===== config.mk =====
export PLATFORM = sky130hd
export DESIGN_NAME = load_align_unit
export DESIGN_NICKNAME = d
export VERILOG_FILES = /design/src/rtl/load_align_unit_pkg.sv /design/src/rtl/load_align_fifo.sv /design/src/rtl/load_align_unit.sv
export SDC_FILE = /design/constraint.sdc
export NUM_CORES = 1
export LEC_CHECK = 0
export BUFFER_PORTS_ARGS = -buffer_cell sky130_fd_sc_hd__buf_2
export CORE_MARGIN = 2
export CORE_UTILIZATION = 55
export CTS_BUF_LIST = sky130_fd_sc_hd__clkbuf_8
export DETAILED_ROUTE_END_ITERATION = 12
export HOLD_SLACK_MARGIN = 0.02
export PLACE_DENSITY = 0.88
export SYNTH_ARGS = -nofsm -noshare
export SYNTH_HDL_FRONTEND = slang
export SYNTH_SLANG_ARGS = --single-unit
export TNS_END_PERCENT = 1

===== constraint.sdc =====
create_clock -name clk -period 4.6 [get_ports clk]
set_clock_uncertainty 0.05 [all_clocks]
set_input_delay 1.15 -clock clk [delete_from_list [all_inputs] [get_ports clk]]
set_output_delay 1.15 -clock clk [all_outputs]
set_load 0.02 [all_outputs]

===== src/rtl/load_align_unit_pkg.sv =====
// load_align_unit_pkg: load opcodes, sideband control struct and lane-index width helper
package load_align_unit_pkg;
  localparam logic [5:0] OP_LB  = 6'h20;
  localparam logic [5:0] OP_LH  = 6'h21;
  localparam logic [5:0] OP_LWL = 6'h22;
  localparam logic [5:0] OP_LW  = 6'h23;
  localparam logic [5:0] OP_LBU = 6'h24;
  localparam logic [5:0] OP_LHU = 6'h25;
  localparam logic [5:0] OP_LWR = 6'h26;
  typedef struct packed {
    logic       valid;
    logic [5:0] opcode;
  } sb_ctrl_t;
  function automatic int lane_bits(input int dw);
    return $clog2(dw / 8);
  endfunction
endpackage


===== src/rtl/load_align_fifo.sv =====
// load_align_fifo: show-ahead synchronous FIFO with flush and occupancy count
//   clk, rst    : clock, synchronous active-high reset
//   flush_i     : empty the queue
//   push_i/wdata_i : write an entry
//   pop_i       : drop the head entry
//   rdata_o     : head entry (registered storage), count_o : occupancy
module load_align_fifo #(
  parameter int WIDTH = 8,
  parameter int DEPTH = 3
) (
  input  logic                       clk,
  input  logic                       rst,
  input  logic                       flush_i,
  input  logic                       push_i,
  input  logic [WIDTH-1:0]           wdata_i,
  input  logic                       pop_i,
  output logic [WIDTH-1:0]           rdata_o,
  output logic [$clog2(DEPTH+1)-1:0] count_o
);
  localparam int PW = DEPTH > 1 ? $clog2(DEPTH) : 1;
  localparam int CW = $clog2(DEPTH + 1);
  logic [WIDTH-1:0] mem_q [DEPTH];
  logic [PW-1:0] rd_q, wr_q;
  logic [CW-1:0] cnt_q, cnt_d;
  function automatic logic [PW-1:0] inc(input logic [PW-1:0] p);
    return p == PW'(DEPTH - 1) ? '0 : p + 1'b1;
  endfunction
  assign cnt_d = cnt_q + CW'(push_i) - CW'(pop_i);
  assign rdata_o = mem_q[rd_q];
  assign count_o = cnt_q;
  always_ff @(posedge clk)
    if (rst) begin
      mem_q <= '{default: '0};
      rd_q <= '0;
      wr_q <= '0;
      cnt_q <= '0;
    end else if (flush_i) begin
      rd_q <= '0;
      wr_q <= '0;
      cnt_q <= '0;
    end else begin
      if (push_i) mem_q[wr_q] <= wdata_i;
      if (push_i) wr_q <= inc(wr_q);
      if (pop_i) rd_q <= inc(rd_q);
      cnt_q <= cnt_d;
    end
endmodule


===== src/rtl/load_align_unit.sv =====
// load_align_unit: pairs load requests with delayed memory words, formats them and queues results
//   req_*  : load request (opcode, byte offset, old rt, tag), accepted on req_valid && req_ready
//   mem_rdata : memory word, valid MEM_LATENCY cycles after accept
//   out_*  : formatted result queue head (data, tag, address error), valid/ready
//   flush  : drops queued and in-flight results
module load_align_unit
  import load_align_unit_pkg::*;
#(
  parameter int DATA_WIDTH  = 32,
  parameter int MEM_LATENCY = 1,
  parameter int FIFO_DEPTH  = 3,
  parameter int TAG_WIDTH   = 5
) (
  input  logic                               clk,
  input  logic                               rst,
  input  logic                               flush,
  input  logic                               req_valid,
  output logic                               req_ready,
  input  logic [5:0]                         req_opcode,
  input  logic [lane_bits(DATA_WIDTH)-1:0]   req_addr_lo,
  input  logic [DATA_WIDTH-1:0]              req_rt,
  input  logic [TAG_WIDTH-1:0]               req_tag,
  input  logic [DATA_WIDTH-1:0]              mem_rdata,
  output logic                               out_valid,
  input  logic                               out_ready,
  output logic [DATA_WIDTH-1:0]              out_data,
  output logic [TAG_WIDTH-1:0]               out_tag,
  output logic                               out_err
);
  localparam int AW = lane_bits(DATA_WIDTH);
  localparam int CW = $clog2(FIFO_DEPTH + 1);
  localparam int FW = 1 + TAG_WIDTH + DATA_WIDTH;
  localparam logic [DATA_WIDTH:0] ERR = {1'b1, {DATA_WIDTH{1'b0}}};
  typedef struct packed {
    sb_ctrl_t                ctrl;
    logic [AW-1:0]           addr;
    logic [DATA_WIDTH-1:0]   rt;
    logic [TAG_WIDTH-1:0]    tag;
  } sb_t;
  sb_t sb_q [MEM_LATENCY];
  sb_t sb_d, tail;
  logic [CW-1:0] cnt_q, cnt_d, fifo_cnt;
  logic accept, pop, push;
  logic [DATA_WIDTH:0] fmt;
  logic [FW-1:0] head;
  // Returns {err, data}; lwl/lwr shift the memory word into place and keep the uncovered rt lanes.
  function automatic logic [DATA_WIDTH:0] fmt_load(input logic [5:0] op, input logic [AW-1:0] a,
                                                   input logic [DATA_WIDTH-1:0] rt,
                                                   input logic [DATA_WIDTH-1:0] rd);
    int sh;
    logic [7:0] b;
    logic [15:0] h;
    logic [DATA_WIDTH-1:0] ones;
    sh = 8 * int'(a);
    b = 8'(rd >> sh);
    h = 16'(rd >> sh);
    ones = '1;
    case (op)
      OP_LB:   return {1'b0, {(DATA_WIDTH-8){b[7]}}, b};
      OP_LBU:  return {{(DATA_WIDTH-7){1'b0}}, b};
      OP_LH:   return a[0] ? ERR : {1'b0, {(DATA_WIDTH-16){h[15]}}, h};
      OP_LHU:  return a[0] ? ERR : {{(DATA_WIDTH-15){1'b0}}, h};
      OP_LW:   return a != '0 ? ERR : {1'b0, rd};
      OP_LWL:  return {1'b0, (rd << (DATA_WIDTH - 8 - sh)) | (rt & (ones >> (sh + 8)))};
      OP_LWR:  return {1'b0, (rd >> sh) | (rt & ~(ones >> sh))};
      default: return ERR;
    endcase
  endfunction
  // Credit check uses only registered count, so out_ready never reaches req_ready.
  assign req_ready = !rst && !flush && cnt_q < CW'(FIFO_DEPTH);
  assign accept = req_valid && req_ready;
  assign pop = out_valid && out_ready;
  assign tail = sb_q[MEM_LATENCY-1];
  assign push = tail.ctrl.valid && !flush;
  assign sb_d = {accept, req_opcode, req_addr_lo, req_rt, req_tag};
  assign cnt_d = cnt_q + CW'(accept) - CW'(pop);
  assign fmt = fmt_load(tail.ctrl.opcode, tail.addr, tail.rt, mem_rdata);
  always_ff @(posedge clk)
    cnt_q <= (rst || flush) ? '0 : cnt_d;
  always_ff @(posedge clk)
    if (rst || flush) sb_q <= '{default: '0};
    else begin
      sb_q[0] <= sb_d;
      for (int i = 1; i < MEM_LATENCY; i++) sb_q[i] <= sb_q[i-1];
    end
  load_align_fifo #(.WIDTH(FW), .DEPTH(FIFO_DEPTH)) u_fifo (
    .clk     (clk),
    .rst     (rst),
    .flush_i (flush),
    .push_i  (push),
    .wdata_i ({fmt[DATA_WIDTH], tail.tag, fmt[DATA_WIDTH-1:0]}),
    .pop_i   (pop),
    .rdata_o (head),
    .count_o (fifo_cnt)
  );
  assign out_valid = fifo_cnt != '0;
  assign out_err = head[FW-1];
  assign out_tag = head[DATA_WIDTH +: TAG_WIDTH];
  assign out_data = head[DATA_WIDTH-1:0];
endmodule


; ---- Yosys cells after proc, flatten, opt, wreduce, memory -nomap -nowiden
; Index checks and enable logic that the tools add are counted.
[word_totals]
register_bits = 168
output_inout_bits = 40
[classes]
n_reduce_logical = 13
n_bitwise = 8
muxes = 12
n_addsub = 8
eq_ne = 9
shifts = 4
n_lt_le_gt_ge = 4
[op_table]
columns = op, count
row1 = 33-bit one-hot mux with 7 select lines, 1
row2 = 114-bit bitwise mux, 1
row3 = 38-bit two-way mux, 3
row4 = 33-bit two-way mux, 3
row5 = 38-bit binary-select mux with 2-bit select, 1
row6 = 38-bit demux with 2-bit select, 1
row7 = 32-bit bitwise AND, 2
row8 = 32-bit bitwise OR, 2
row9 = 6-bit == test (second input constant), 7
row10 = 32-bit NOT, 1
row11 = 32-bit by 32-bit << shifter with 32-bit output, 1
row12 = 32-bit by 5-bit right shift with 32-bit output, 1
row13 = 32-bit by 5-bit right shift with 32-bit output (first input constant), 1
row14 = 32-bit by 6-bit right shift with 32-bit output (first input constant), 1
row15 = 5-bit by 4-bit adder with 6-bit output (second input constant), 1
row16 = 3-bit greater-or-equal comparator (second input constant), 2
row17 = 1-bit logical AND, 6
row18 = 2-bit NOT with 3-bit output, 2
row19 = 5-bit by 5-bit subtractor with 6-bit output (first input constant), 1
row20 = 2-bit by 1-bit adder with 2-bit output, 2
row21 = 2-bit by 1-bit adder with 2-bit output (second input constant), 2
row22 = 2-bit == test (second input constant), 2
row23 = 2-bit two-way mux, 2
row24 = 2-bit nonzero test, 2
row25 = other kinds (8), 10

; ---- Depth between registers and ports, before layout
; Gate-level depths: netlist of run 1.
[depth]
word_depth = 6
ltp_mapped = 12
depth_no_buf = 10

; ---- By module
; From an unflattened synthesis of run 1, not the netlist that was laid out.
[hier_totals]
cells_unflattened = 926
hier_area_um2 = 9133.8
[modules_own_cells]
columns = mod, instances, seq_area_each_um2, cells_each, area_each_um2
row1 = load_align_fifo, 1, 2402.3, 536, 5632.9
row2 = load_align_unit, 1, 960.9, 390, 3500.9

; ---- Worst setup path after synthesis of run 1
; No wires, ideal clock.
[synth_timing]
path_kind = input to register
start = in rst
end = reg cnt_q[1]
path_slack_ns = 1.288
setup_ns = 0.122
path_stages = 12
t_arrival_ns = 3.140
path_cell_list = clkbuf_1 > or2_2 > clkbuf_1 > a21oi_1 > and2_1 > inv_1 > ha_1 > inv_1 > ha_1 > xor2_1 > xnor2_1 > nor2_1
[synth_between]
elab_chain_len = 6
word_cells_on_any_way = 7
cone_classes = add/sub: 2 / reduce/logical: 5
[synth_lines]
columns = element, line_no
row1 = from (decl), load_align_unit.sv:15  ; input logic rst,
row2 = 1-bit logical NOT, load_align_unit.sv:70  ; assign req_ready = !rst && !flush && cnt_q < CW'(FIFO_DEPTH);
row3 = 1-bit logical AND (2 in a row), load_align_unit.sv:70
row4 = net req_ready, load_align_unit.sv:18  ; output logic req_ready,
row5 = 1-bit logical AND, load_align_unit.sv:71  ; assign accept = req_valid && req_ready;
row6 = 2-bit by 1-bit adder with 2-bit output, load_align_unit.sv:76  ; assign cnt_d = cnt_q + CW'(accept) - CW'(pop);
row7 = 2-bit by 1-bit subtractor with 2-bit output, load_align_unit.sv:76
row8 = to (signal assigned), load_align_unit.sv:79  ; cnt_q <= (rst || flush) ? '0 : cnt_d;
row9 = to (decl), load_align_unit.sv:42  ; logic [CW-1:0] cnt_q, cnt_d, fifo_cnt;
; The timed path passes the listed nets, and every way through them passes these cells.
; A chain may end at the register's enable or synchronous reset.

; ---- Final worst setup path of run 1
[layout_timing]
start = reg u_fifo.rd_q[1]
end = out out_data[24]
[layout_between]
elab_chain_len = 4
[layout_lines]
columns = element, line_no
row1 = from (decl), load_align_fifo.sv:23  ; logic [PW-1:0] rd_q, wr_q;
row2 = from (signal assigned), load_align_fifo.sv:44  ; if (pop_i) rd_q <= inc(rd_q);
row3 = 2-bit NOT with 3-bit output (not written as such), load_align_fifo.sv:29  ; assign rdata_o = mem_q[rd_q];
row4 = 38-bit binary-select mux with 2-bit select, load_align_fifo.sv:29
row5 = 38-bit two-way mux (not written as such) (2 in a row), load_align_fifo.sv:29
row6 = to (decl), load_align_unit.sv:26  ; output logic [DATA_WIDTH-1:0] out_data,
; No other way between the ends. The select of a mux whose other input is x is not followed.

==> results of run 1 <==
tightest hold or removal path, stage by stage, from the launching register on:
cell and delay, ns:
dfxtp_1 0.32, nand2_1 0.05, a21oi_1 0.05
Yosys cell counts, drive strengths merged, types with 3 or more instances:
cell	number	area share, %
mux2i	74	8.9
o21ai	41	2.5
a221oi	4	0.42
nor3	21	1.7
and2	52	3.9
xor2	3	0.32
nand2	78	3.5
a32o	9	1.1
nand2b	6	0.45
o2bb2ai	4	0.42
o22ai	11	0.83
a221o	3	0.36
nor2	136	6.3
inv	8	0.36
mux4	4	1.1
and3b	4	0.42
a2111oi	7	1.2
ha	4	0.60
buf	19	1.3
or2	3	0.23
dfxtp	168	40
nor2b	21	1.6
a311oi	3	0.32
clkbuf	64	2.9
nand3	5	0.30
nor3b	3	0.33
a21oi	25	1.6
a211oi	106	9.8
o211ai	3	0.27
nor4	3	0.23
mux2	21	2.9
area by class of cell:
cell class	instances	area (um2)	share of cell area, %
clock buffer	18	248	2.65
timing repair buffer	133	698	7.48
clock inverter	14	189	2.02
sequential	168	3370	36.0
multi-input combinational	682	4580	49.0
inverter	8	30.0	0.322
tap	184	230	2.47
sequential cells by signal, indices dropped and copies added (netlist names):
name	count
u_fifo.mem_q	114
sb_q	46
cnt_q	2
u_fifo.count_o	2
u_fifo.rd_q	2
u_fifo.wr_q	2
layer usage:
metal | up-vias | part of all wire, % | GRT usage (%)
met4 | 0 | 3.3 | 11.2
met5 | - | 0 | 0
met1 | 3369 | 43 | 37.6
met2 | 385 | 45 | 42.6
met3 | 61 | 8.4 | 6.20
li1 | 3522 | - | -
worst paths after layout:
path                                        start           endpoint  slack, ns  cells past startpoint
worst max-delay path               u_fifo.rd_q[1]       out_data[24]       1.05                      5
worst min register to register  u_fifo.mem_q[108]  u_fifo.mem_q[108]       0.41                      2
worst min-delay path            u_fifo.mem_q[108]  u_fifo.mem_q[108]       0.41                      2
worst max register to register           sb_q[39]    u_fifo.mem_q[4]       1.47                      6
logic make-up after synthesis:
logic type                 count (synthesis)  synth area share [%]
DFF                                      168                  40.5
xor gates and xnor gates                   5                 0.527
and+or+nand+nor                          343                  20.4
buffers and inverters                     91                  4.59
adders and majority gates                  4                 0.603
muxes                                     99                  12.9
AOI/OAI and AO/OA                        231                  20.4
where the power goes:
group	total (mW)	leakage [nW]	internal, mW	switching (mW)
logic	0.268	1.83	0.110	0.159
clock network	1.15	0.222	0.568	0.582
registers	1.51	1.36	1.48	0.0278
total	2.93	3.42	2.16	0.769
through the flow:
step	instance area, um2	cells	hold WS, ns	setup slack, ns	power, mW
floorplan	8310	941	0.386	1.29	1.70
global placement	8900	1175	0.392	1.45	1.80
detailed placement	8900	1175	0.399	1.42	1.80
CTS	9340	1207	0.413	1.08	2.93
global route	9340	1207	0.436	0.948	3.02
finish	9340	1207	0.414	1.05	2.93
==> flow_summary.json, run 1 <==
{
  "area_growth_pct": 12.4,
  "drc_errors": 0,
  "final_cell_mix": "166 x dfxtp_1, 134 x nor2_1, 120 x buf_2",
  "ioPinCount": 122,
  "ys_seq_area_share_pct": 40.5,
  "vias": 7337,
  "yosys.cell_types.count": 63,
  "nets": 1096,
  "antenna_cells": 0,
  "syn_avg_cell_area_um2": 8.83,
  "drv_slew": 0,
  "syn-num-nets": 1027,
  "crit_path_max_fanout": 22,
  "synth_edf_count": 0,
  "path_buf_inv": 2,
  "cts_resized": 0,
  "cts_buffers": 17,
  "drt-pass1-iter-count": 6,
  "insertion_delay_ns": 0.47,
  "grt_pass1_wl_um": 35400,
  "die_x_um": 127,
  "drtIter0Drc": 877,
  "cts_sinks": 168,
  "initial_core_util_pct": 56.7,
  "post-cts-setup-buffers": 0,
  "die_h_um": 127,
  "cp_slowest_cell": "nor2b_2",
  "tightestPinTransition_ns": 1.14,
  "place_hpwl_um": 15000,
  "ys_ff_latch": 168,
  "ir_drop_mv": 0.196,
  "outcome": "completed",
  "core_um2": 14600,
  "synth_cells": 941,
  "postCtsHoldBufs": 0,
  "htree_levels": 4,
  "setup-violations-final": 0,
  "grt_antenna_before_repair": 0,
  "grt.total_usage_pct": 27.6,
  "drt_wl_total_um": 22200,
  "final_common_cell": "dfxtp_1",
  "powerDensity_nw_per_um2": 313,
  "post-route-period-util_pct": 77.1,
  "hp-class": "reg -> reg",
  "grt_max_degree": 115,
  "path_clk_slew_ns": 0.10,
  "port-buffer-count": 121,
  "yosysWarnings": 0,
  "grt-ovfl-total": 0,
  "wl_per_cell_um": 18.4,
  "finalHoldViolCount": 0,
  "cts-root-buf": "clkbuf_8",
  "rows": 44,
  "fin_crit_ns": 3.55,
  "num-fill-cells": 1219,
  "grt_pass1_vias": 6771,
  "max_freq_ghz": 0.282,
  "die-area_um2": 16100,
  "tns_ns": 0,
  "crit_path_start_kind": "flip-flop",
  "rsz0062_at_grt": "false",
  "maxCapViolCount": 0,
  "cpPeakStageDelay_ns": 0.84,
  "clock_path_buffers": 2,
  "syn_area_um2": 8310,
  "max-slew-margin-rel_pct": 24.0,
  "crit_type": "reg -> out",
  "cts_tree": "built",
  "synth_flop_cell": "dfxtp_1",
  "arrival_ns": 2.35,
  "routed_via_density": 6.08,
  "antenna_left": 0,
  "p_leak_nw": 3.42,
  "drive_gt1_share_pct": 21.8,
  "end_kind": "output pin",
  "gp_congestion": 1.05,
  "crit_family": "simple AND/OR/NAND/NOR gates",
  "post-route-util_pct": 63.8,
  "async_flop_share_pct": 0,
  "worstPathRequired_ns": 3.40,
  "crit_chain": "nor2b_2 > buf_4 > nand2_1 > o21ai_0 > buf_2"
}
No activity file was read; power rests on OpenSTA's default activity.
==> inputs of run 2 (changes only) <==
--- a/config.mk
+++ b/config.mk
@@ -7,11 +7,11 @@
 export LEC_CHECK = 0
 export BUFFER_PORTS_ARGS = -buffer_cell sky130_fd_sc_hd__buf_2
 export CORE_MARGIN = 2
-export CORE_UTILIZATION = 55
+export CORE_UTILIZATION = 54
 export CTS_BUF_LIST = sky130_fd_sc_hd__clkbuf_8
 export DETAILED_ROUTE_END_ITERATION = 12
 export HOLD_SLACK_MARGIN = 0.02
-export PLACE_DENSITY = 0.88
+export PLACE_DENSITY = 0.9
 export SYNTH_ARGS = -nofsm -noshare
 export SYNTH_HDL_FRONTEND = slang
 export SYNTH_SLANG_ARGS = --single-unit
==> constraint.sdc (replaced) <==
create_clock -name clk -period 2.9 [get_ports clk]
set_clock_uncertainty 0.05 [all_clocks]
set_input_delay 0.725 -clock clk [delete_from_list [all_inputs] [get_ports clk]]
set_output_delay 0.725 -clock clk [all_outputs]
set_load 0.02 [all_outputs]
==> flow_summary.json, run 2 (synthesis results as in run 1) <==
{
  "top_usage_layer": "met2",
  "regMostFlops": "u_fifo.mem_q",
  "cts-root-buf": "clkbuf_8",
  "cts_sinks": 168,
  "place_area_um2": 9130,
  "outcome": "completed",
  "setup-violations-final": 0,
  "ir_drop_mv": 0.253,
  "postCtsHoldBufs": 0,
  "grt.total_usage_pct": 28.0,
  "grt-ovfl-total": 0,
  "crit_path_start_kind": "flip-flop",
  "place_hpwl_um": 16000,
  "cts_buffers": 17,
  "grt_antenna_before_repair": 0,
  "pre_cts_ws_ns": 0.245,
  "rrSetupSlack_ns": 0.25,
  "grt_pass1_vias": 6975,
  "die-area_um2": 16400,
  "tightestPinTransition_ns": 1.17,
  "maxCapViolCount": 0,
  "hp-class": "in -> reg",
  "vias": 7408,
  "tns_ns": 0,
  "clock_path_buffers": 2,
  "use_met3_pct": 5.55,
  "final_cell_mix": "166 x dfxtp_1, 134 x nor2_1, 120 x buf_2",
  "crit_chain": "buf_4 > mux2i_1 > o21ai_0 > buf_2",
  "antenna_left": 0,
  "core_um2": 15100,
  "insertion_delay_ns": 0.47,
  "crit_type": "reg -> out",
  "p_leak_nw": 3.53,
  "die_x_um": 128,
  "crit_path_max_fanout": 18,
  "max-slew-margin-rel_pct": 21.7,
  "fin_crit_ns": 2.69,
  "path_clk_slew_ns": 0.09,
  "worstPathRequired_ns": 2.12,
  "cts_tree": "built",
  "grt_max_degree": 116,
  "met1_usage_pct": 35.5,
  "path_buf_inv": 2,
  "routed_via_density": 6.01,
  "area_growth_pct": 14.9,
  "port-buffer-count": 121,
  "reg_top3": "u_fifo.mem_q x114, sb_q x46",
  "powerDensity_nw_per_um2": 478,
  "antenna_cells": 0,
  "arrival_ns": 1.91,
  "htree_levels": 4,
  "initial_core_util_pct": 55.0,
  "post-route-period-util_pct": 92.7,
  "drive_gt1_share_pct": 23.4,
  "drtIter0Drc": 601,
  "drt_wl_total_um": 22500,
  "ioPinCount": 122,
  "rsz0062_at_grt": "false",
  "drt-pass1-iter-count": 6,
  "end_kind": "output pin",
  "largest_reg_flops": 114,
  "drc_errors": 0,
  "crit_family": "buffers and inverters",
  "finalHoldViolCount": 0,
  "max_freq_ghz": 0.372,
  "die_h_um": 128,
  "gp_congestion": 0.984,
  "met2_usage_pct": 45.3,
  "worst_slack_ns": 0.211,
  "grt_pass1_wl_um": 35900,
  "nets": 1117,
  "rows": 45,
  "fin_area_um2": 9540,
  "total_power_mw": 4.56,
  "cp_slowest_cell": "dfxtp_4",
  "drv_slew": 0,
  "cpPeakStageDelay_ns": 0.50,
  "final_common_cell": "dfxtp_1",
  "wl_per_cell_um": 18.3
}
==> run 2: metrics by stage <==
stage | hold WS [ns] | utilization (%) | instances
final | 0.390 | 63.2 | 1232
after global routing | 0.377 | 63.2 | 1232
after CTS | 0.371 | 63.2 | 1232
after detailed placement | 0.399 | 60.5 | 1200
after global placement | 0.391 | 60.5 | 1200
after floorplan | 0.386 | - | 941
==> run 2: report_power, final <==
| group | switching (mW) | internal [mW] |
|---|---|---|
| clock | 0.916 | 0.812 |
| sequential | 0.0409 | 2.35 |
| combinational | 0.257 | 0.186 |
| total | 1.21 | 3.35 |
==> run 2: final cells by class <==
| class | instances | area [um2] |
|---|---|---|
| Sequential cell | 168 | 3370 |
| Clock buffer | 18 | 248 |
| Tap cell | 188 | 235 |
| Fill cell | 1208 | 5550 |
| Timing Repair Buffer | 154 | 922 |
| Multi-Input combinational cell | 682 | 4580 |
| Inverter | 8 | 30.0 |
| Clock inverter | 14 | 161 |
==> run 2: metal layers <==
metal  vias to the layer above  share of wire [%]  wire, um
li1                       3556                  -         -
met4                         0                4.5      1020
met3                        61                7.5      1690
met2                       314                 47     10600
met1                      3477                 41      9260
met5                         -                  0         0
==> run 2: timing repair <==
action / CTS / global route
buffers inserted: 0 / 0
endpoints found under the setup margin: 0 / 2
resized for setup: 0 / 2
==> run 2: final timing paths <==
path / start / cells past startpoint / end
worst max-delay path: u_fifo.rd_q[0] / 4 / out_data[30]
worst min-delay path: req_tag[1] / 2 / sb_q[1]
worst max register to register: sb_q[38] / 5 / u_fifo.mem_q[22]
worst min register to register: u_fifo.mem_q[70] / 2 / u_fifo.mem_q[70]
==> inputs of run 3 (changes only) <==
--- a/config.mk
+++ b/config.mk
@@ -7,11 +7,11 @@
 export LEC_CHECK = 0
 export BUFFER_PORTS_ARGS = -buffer_cell sky130_fd_sc_hd__buf_2
 export CORE_MARGIN = 2
-export CORE_UTILIZATION = 54
+export CORE_UTILIZATION = 45
 export CTS_BUF_LIST = sky130_fd_sc_hd__clkbuf_8
 export DETAILED_ROUTE_END_ITERATION = 12
 export HOLD_SLACK_MARGIN = 0.02
-export PLACE_DENSITY = 0.9
+export PLACE_DENSITY = 0.79
 export SYNTH_ARGS = -nofsm -noshare
 export SYNTH_HDL_FRONTEND = slang
 export SYNTH_SLANG_ARGS = --single-unit
==> flow_summary.json, run 3 (synthesis results as in run 1) <==
{
  "grt_pass1_wl_um": 36400,
  "crit_chain": "clkbuf_8 > mux2i_1 > o21ai_0 > buf_2",
  "vias": 7307,
  "final_cell_mix": "166 x dfxtp_1, 134 x nor2_1, 120 x buf_2",
  "hp-class": "in -> reg",
  "maxCapViolCount": 0,
  "htree_levels": 4,
  "grt-ovfl-total": 0,
  "insertion_delay_ns": 0.46,
  "drive_gt1_share_pct": 23.2,
  "ir_drop_mv": 0.251,
  "path_buf_inv": 2,
  "routed_via_density": 5.75,
  "drtIter0Drc": 880,
  "hold_ws_ns": 0.408,
  "fin_area_um2": 9590,
  "crit_family": "buffers and inverters",
  "final_common_cell": "dfxtp_1",
  "num-fill-cells": 1694,
  "tns_ns": 0,
  "post-route-period-util_pct": 96.6,
  "total_power_mw": 4.59,
  "end_kind": "output pin",
  "worstPathRequired_ns": 2.12,
  "grt_max_degree": 115,
  "initial_core_util_pct": 46.1,
  "max_freq_ghz": 0.357,
  "finalHoldViolCount": 0,
  "grt.total_usage_pct": 23.4,
  "cts_buffers": 17,
  "ioPinCount": 122,
  "cts_tree": "built",
  "reg_top3": "u_fifo.mem_q x114, sb_q x46",
  "drc_errors": 0,
  "clock_path_buffers": 2,
  "crit_path_max_fanout": 45,
  "drv_slew": 0,
  "drt_wl_total_um": 23100,
  "outcome": "completed",
  "cp_slowest_cell": "clkbuf_8",
  "crit_path_start_kind": "flip-flop",
  "postCtsHoldBufs": 0,
  "path_clk_slew_ns": 0.09,
  "post-cts-setup-buffers": 0,
  "antenna_left": 0,
  "antenna_cells": 0,
  "die_x_um": 140,
  "powerDensity_nw_per_um2": 479,
  "drt-pass1-iter-count": 6,
  "rsz0062_at_grt": "false",
  "rows": 49,
  "gp_congestion": 0.984,
  "setup-violations-final": 0,
  "cts_sinks": 168,
  "crit_type": "reg -> out",
  "cts-root-buf": "clkbuf_8",
  "die-area_um2": 19600,
  "port-buffer-count": 121,
  "cpPeakStageDelay_ns": 0.45,
  "core_um2": 18000,
  "grt_pass1_vias": 6918,
  "place_hpwl_um": 16400,
  "arrival_ns": 2.03,
  "largest_reg_flops": 114,
  "area_growth_pct": 15.4,
  "tightestPinTransition_ns": 1.16,
  "max-slew-margin-rel_pct": 22.5,
  "nets": 1115,
  "p_leak_nw": 3.51,
  "wl_per_cell_um": 18.2,
  "place_area_um2": 9150,
  "die_h_um": 140,
  "grt_antenna_before_repair": 0,
  "regMostFlops": "u_fifo.mem_q",
  "fin_crit_ns": 2.80
}
## run 3: timing repair
item | in CTS | in global routing
gates resized for setup | 2 | 2
pin swaps | 0 | 0
setup endpoints to repair | 22 | 4
## run 3: worst paths after layout
kind	from	endpoint	slack, ns	cells after the start
worst max-delay path	u_fifo.rd_q[0]	out_data[15]	0.1	4
worst min-delay path	req_tag[4]	sb_q[4]	0.41	2
worst max register to register	sb_q[37]	u_fifo.mem_q[41]	0.32	7
worst min register to register	u_fifo.mem_q[108]	u_fifo.mem_q[108]	0.41	2
## run 3: final cells by class
type                    instances  area [um2]  share of cell area (%)
well taps                     229         287                    2.99
multi-input cells             682        4580                    47.8
clock buffers                  19         262                    2.73
repair buffers                152         901                    9.40
inverters                       8        30.0                   0.313
flip-flops and latches        168        3370                    35.1
clock inverters                12         159                    1.66
## run 3: where the power goes
group	switching, mW	total (mW)	internal (mW)
Clock	0.920	1.76	0.837
Combinational	0.264	0.448	0.184
Sequential	0.0363	2.39	2.35
## run 3: layer usage
layer	part of all wire (%)	track usage [%]	wire length [um]	vias up
met4	3.7	10.6	845	0
met1	44	31.7	10100	3395
met5	0	0	0	-
li1	-	-	-	3561
met2	45	35.4	10500	303
met3	7.3	5.57	1680	48
## run 3: metrics by stage
stage | cells | utilization (%) | setup slack (ns)
floorplan | 941 | - | 0.0128
global placement | 1239 | 50.8 | 0.204
detailed placement | 1239 | 50.8 | 0.235
CTS | 1270 | 53.2 | 0.0616
global route | 1270 | 53.2 | 0.00234
finish | 1270 | 53.2 | 0.0992
